`config.mk`:
```
export PLATFORM = sky130hd
export DESIGN_NAME = symbol_extractor
export DESIGN_NICKNAME = d
export VERILOG_FILES = /design/src/rtl/symbol_extractor.sv
export SDC_FILE = /design/constraint.sdc
export NUM_CORES = 1
export LEC_CHECK = 0
export CAP_MARGIN = 20
export CORE_ASPECT_RATIO = 1.1
export CORE_UTILIZATION = 28
export DETAILED_ROUTE_END_ITERATION = 7
export HOLD_SLACK_MARGIN = 0.02
export SLEW_MARGIN = 20
export SYNTH_ARGS = -nofsm -noshare
export SYNTH_HDL_FRONTEND = slang
export SYNTH_SLANG_ARGS = --single-unit
```
`constraint.sdc`:
```
create_clock -name clock -period 5.75 [get_ports clock]
set_clock_uncertainty 0.2 [all_clocks]
set_input_delay 0.575 -clock clock [delete_from_list [all_inputs] [get_ports clock]]
set_output_delay 0.575 -clock clock [all_outputs]
set_load 0.01 [all_outputs]
```
`src/rtl/symbol_extractor.sv`:
```
// Shift register and run counter that walk a unary-coded symbol string MSB first.
// Zeros are shifted in from the bottom, so the register always drains to empty.
module symbol_extractor #(
    parameter int W = 64
) (
    input  logic         clock,
    input  logic         reset,
    input  logic         load,
    input  logic [W-1:0] pattern,
    input  logic         shift,
    input  logic         run_inc,
    input  logic         run_clr,
    output logic         empty,
    output logic         msb,
    output logic [2:0]   run_count
);

    logic [W-1:0] shift_reg;
    logic [2:0]   run_count_reg;

    always_ff @(posedge clock or posedge reset) begin
        if (reset) begin
            shift_reg     <= '0;
            run_count_reg <= 3'd0;
        end else if (load) begin
            shift_reg     <= pattern;
            run_count_reg <= 3'd0;
        end else begin
            if (shift)
                shift_reg <= {shift_reg[W-2:0], 1'b0};
            // Saturate so an overlong run still reads as malformed.
            if (run_clr)
                run_count_reg <= 3'd0;
            else if (run_inc && (run_count_reg != 3'd7))
                run_count_reg <= run_count_reg + 3'd1;
        end
    end

    assign empty     = (shift_reg == '0);
    assign msb       = shift_reg[W-1];
    assign run_count = run_count_reg;

endmodule

```
==> results_dict.tcl <==
set metrics [dict create \
    outcome "finished clean" \
    drt_iter0_drc 135 \
    drive_above_1_share 0.05000 \
    peakVddDrop_uv 100.7 \
    die_area_um2 11980 \
    grt_pass1_vias 2443 \
    grt_antenna_before_repair 0 \
    rows 40 \
    clk_latency_ps 320 \
    initial_utilization 0.2922 \
    r2r_cells 5 \
    drv_slew 0 \
    powerDensity_nw_per_um2 282.3 \
    timing.fmax_ghz 0.3270 \
    end_kind "output port" \
    post_cts_buffers 0 \
    syn_inst 311 \
    yosysSeqAreaShare 0.5188 \
    maxCapViolCount 0 \
    die_x_um 104.4 \
    diodes 0 \
    p_leak_nw 1.902 \
    gr-total-overflow 0 \
    worstHoldPathCells 2 \
    worst_slack_ps 2692 \
    num_io_pins 75 \
    setup_violations 0 \
    period_minus_slack_ps 3058 \
    worstHoldStart "shift_reg[0]$_DFFE_PP0P_" \
    synth_seq_cells 67 \
    cts_root_buffer "clkbuf_16" \
    r2r_setup_slack_ps 4180 \
    drt.antenna.violating_nets 0 \
    finalSetupTns_ps 0 \
    crit_arrival_ps 2280 \
    drc_errors 0 \
    num_vias 2436 \
    grt_max_degree 132 \
    synth.distinct_cells 16 \
    grt_usage 0.1326 \
    coreArea_um2 11060 \
    syn2layout_area_growth_pct 32.71 \
    yosysWarningCount 0 \
    vias_per_cell 4.622 \
    max_slew.worst_pin.slew_ps 1030 \
    post-place-ws_ps 2986 \
    finalPower_mw 1.211 \
    h-tree-depth 3 \
    hold_violations 0 \
    reg2reg_to "run_count[0]$_DFFE_PP0P_" \
    timing.final.crit_share 0.5318 \
    routedWlPerCell_um 14.29 \
    final-seq-area_um2 1677 \
    io_buffers 74 \
    cp_max_fo 3 \
    largest_register_ffs 64 \
    synth_fp_nets 383 \
    hp-class "flip-flop to flip-flop" \
    hpwl_um 5116 \
    synth.avg_cell_area_um2 10.39 \
    post_cts_resized 0 \
    first_pass_iters 4 \
    numCtsBuffers 9 \
    routabilityCongestion 0.7275 \
    crit_type "flip-flop to output port" \
    finalNetCount 448 \
    drt-total-wl_um 7531 \
    rr_startpoint "run_count[0]$_DFFE_PP0P_" \
    cts.sinks 67 \
    slew_headroom 0.3134 \
    cts_tree "built" \
    multi_input_area_um2 1416 \
    stdcell_area_um2 4289 \
    required_ps 4970 \
    grt_pass1_wl_um 12290 \
    syn-cell-area_um2 3232 \
    cp-start-kind "flip-flop" \
    die_y_um 114.7 \
    fillCellCount 1091 \
    rsz0062_at_grt "false" \
    holdPathEnd "shift_reg[0]$_DFFE_PP0P_" \
    placed_cell_area_um2 4024 \
    clockBufferDepth 2 \
    cts_hold_buf 0 \
    clk_pin_slew_ps 50 \
]
## cell type report
class                   count  area share
clock buffers              12     0.05747
clock inverters             3    0.003501
inverters                   1   0.0008751
multi-input cells         222      0.3302
flip-flops and latches     67      0.3909
well taps                 147     0.04288
repair buffers             75      0.1742
## cell families after synthesis
kind of cell	synth area share
simple gates	0.1274
compound gates	0.09911
mux	0.2013
flops	0.5188
xor+xnor	0.002711
buf+inv	0.04297
fa+ha+maj	0.007742
## how the worst max path moves through the flow
stage | from | endpoint | slack (ps)
2_1_floorplan | reset | run_count[0]$_DFFE_PP0P_ | 3290
3_3_place_gp | shift_reg[20]$_DFFE_PP0P_ | empty | 2960
3_5_place_dp | shift_reg[20]$_DFFE_PP0P_ | empty | 2990
4_1_cts | shift_reg[20]$_DFFE_PP0P_ | empty | 2630
5_1_grt | shift_reg[20]$_DFFE_PP0P_ | empty | 2570
6_report | shift_reg[20]$_DFFE_PP0P_ | empty | 2690
## cells in the mapped netlist
library cell,number,share of area
nand2_1,64,0.074
inv_1,1,0.0012
buf_6,6,0.021
nand2b_1,2,0.0039
ha_1,2,0.0077
buf_2,3,0.0046
mux2i_1,65,0.20
buf_4,2,0.0046
nor4_1,15,0.029
nor3_1,3,0.0046
dfrtp_1,67,0.52
nor4_2,2,0.0077
clkbuf_1,10,0.012
nand4_1,4,0.0077
xor2_1,1,0.0027
o21ai_0,64,0.099
## metal layers
layer / global-route usage / wire length (um) / vias to the layer above
met5: 0 / 0 / -
met4: 0.06000 / 110 / 0
met3: 0.03586 / 357 / 8
met2: 0.1854 / 3161 / 52
met1: 0.1891 / 3903 / 1142
li1: - / - / 1234
## power by group
part / internal [mW] / switching [mW] / total [mW]
sequential: 0.520 / 0.0405 / 0.560
combinational: 0.0915 / 0.0740 / 0.166
clock: 0.299 / 0.187 / 0.485
total: 0.910 / 0.301 / 1.21
## cell usage in the layout (no fill, tap or decap), drive strengths merged
cell type      synthesis  layout
buf                   11       3
clkbuf                10      12
clkdlybuf4s50          0      72
clkinv                 0       3
dfrtp                 67      67
ha                     2       2
inv                    1       1
mux2i                 65      65
nand2                 64      64
nand2b                 2       2
nand4                  4       4
nor3                   3       3
nor4                  17      17
o21ai                 64      64
xor2                   1       1
## through the flow
stage / hold slack [ps] / utilization / cells
3_5_place_dp: 372.8 / 0.3638 / 512
2_1_floorplan: 331.2 / - / 311
6_report: 373.2 / 0.3878 / 527
5_1_grt: 400.7 / 0.3878 / 527
3_3_place_gp: 364.0 / 0.3638 / 512
4_1_cts: 376.1 / 0.3874 / 527
## critical path, cell delays in order, from the launching register on
cell and delay [ps]:
dfrtp_1 390, nor4_1 410, nand4_1 190, nor4_2 370, clkdlybuf4s50_1 600
(Power assumes the default switching activity.)
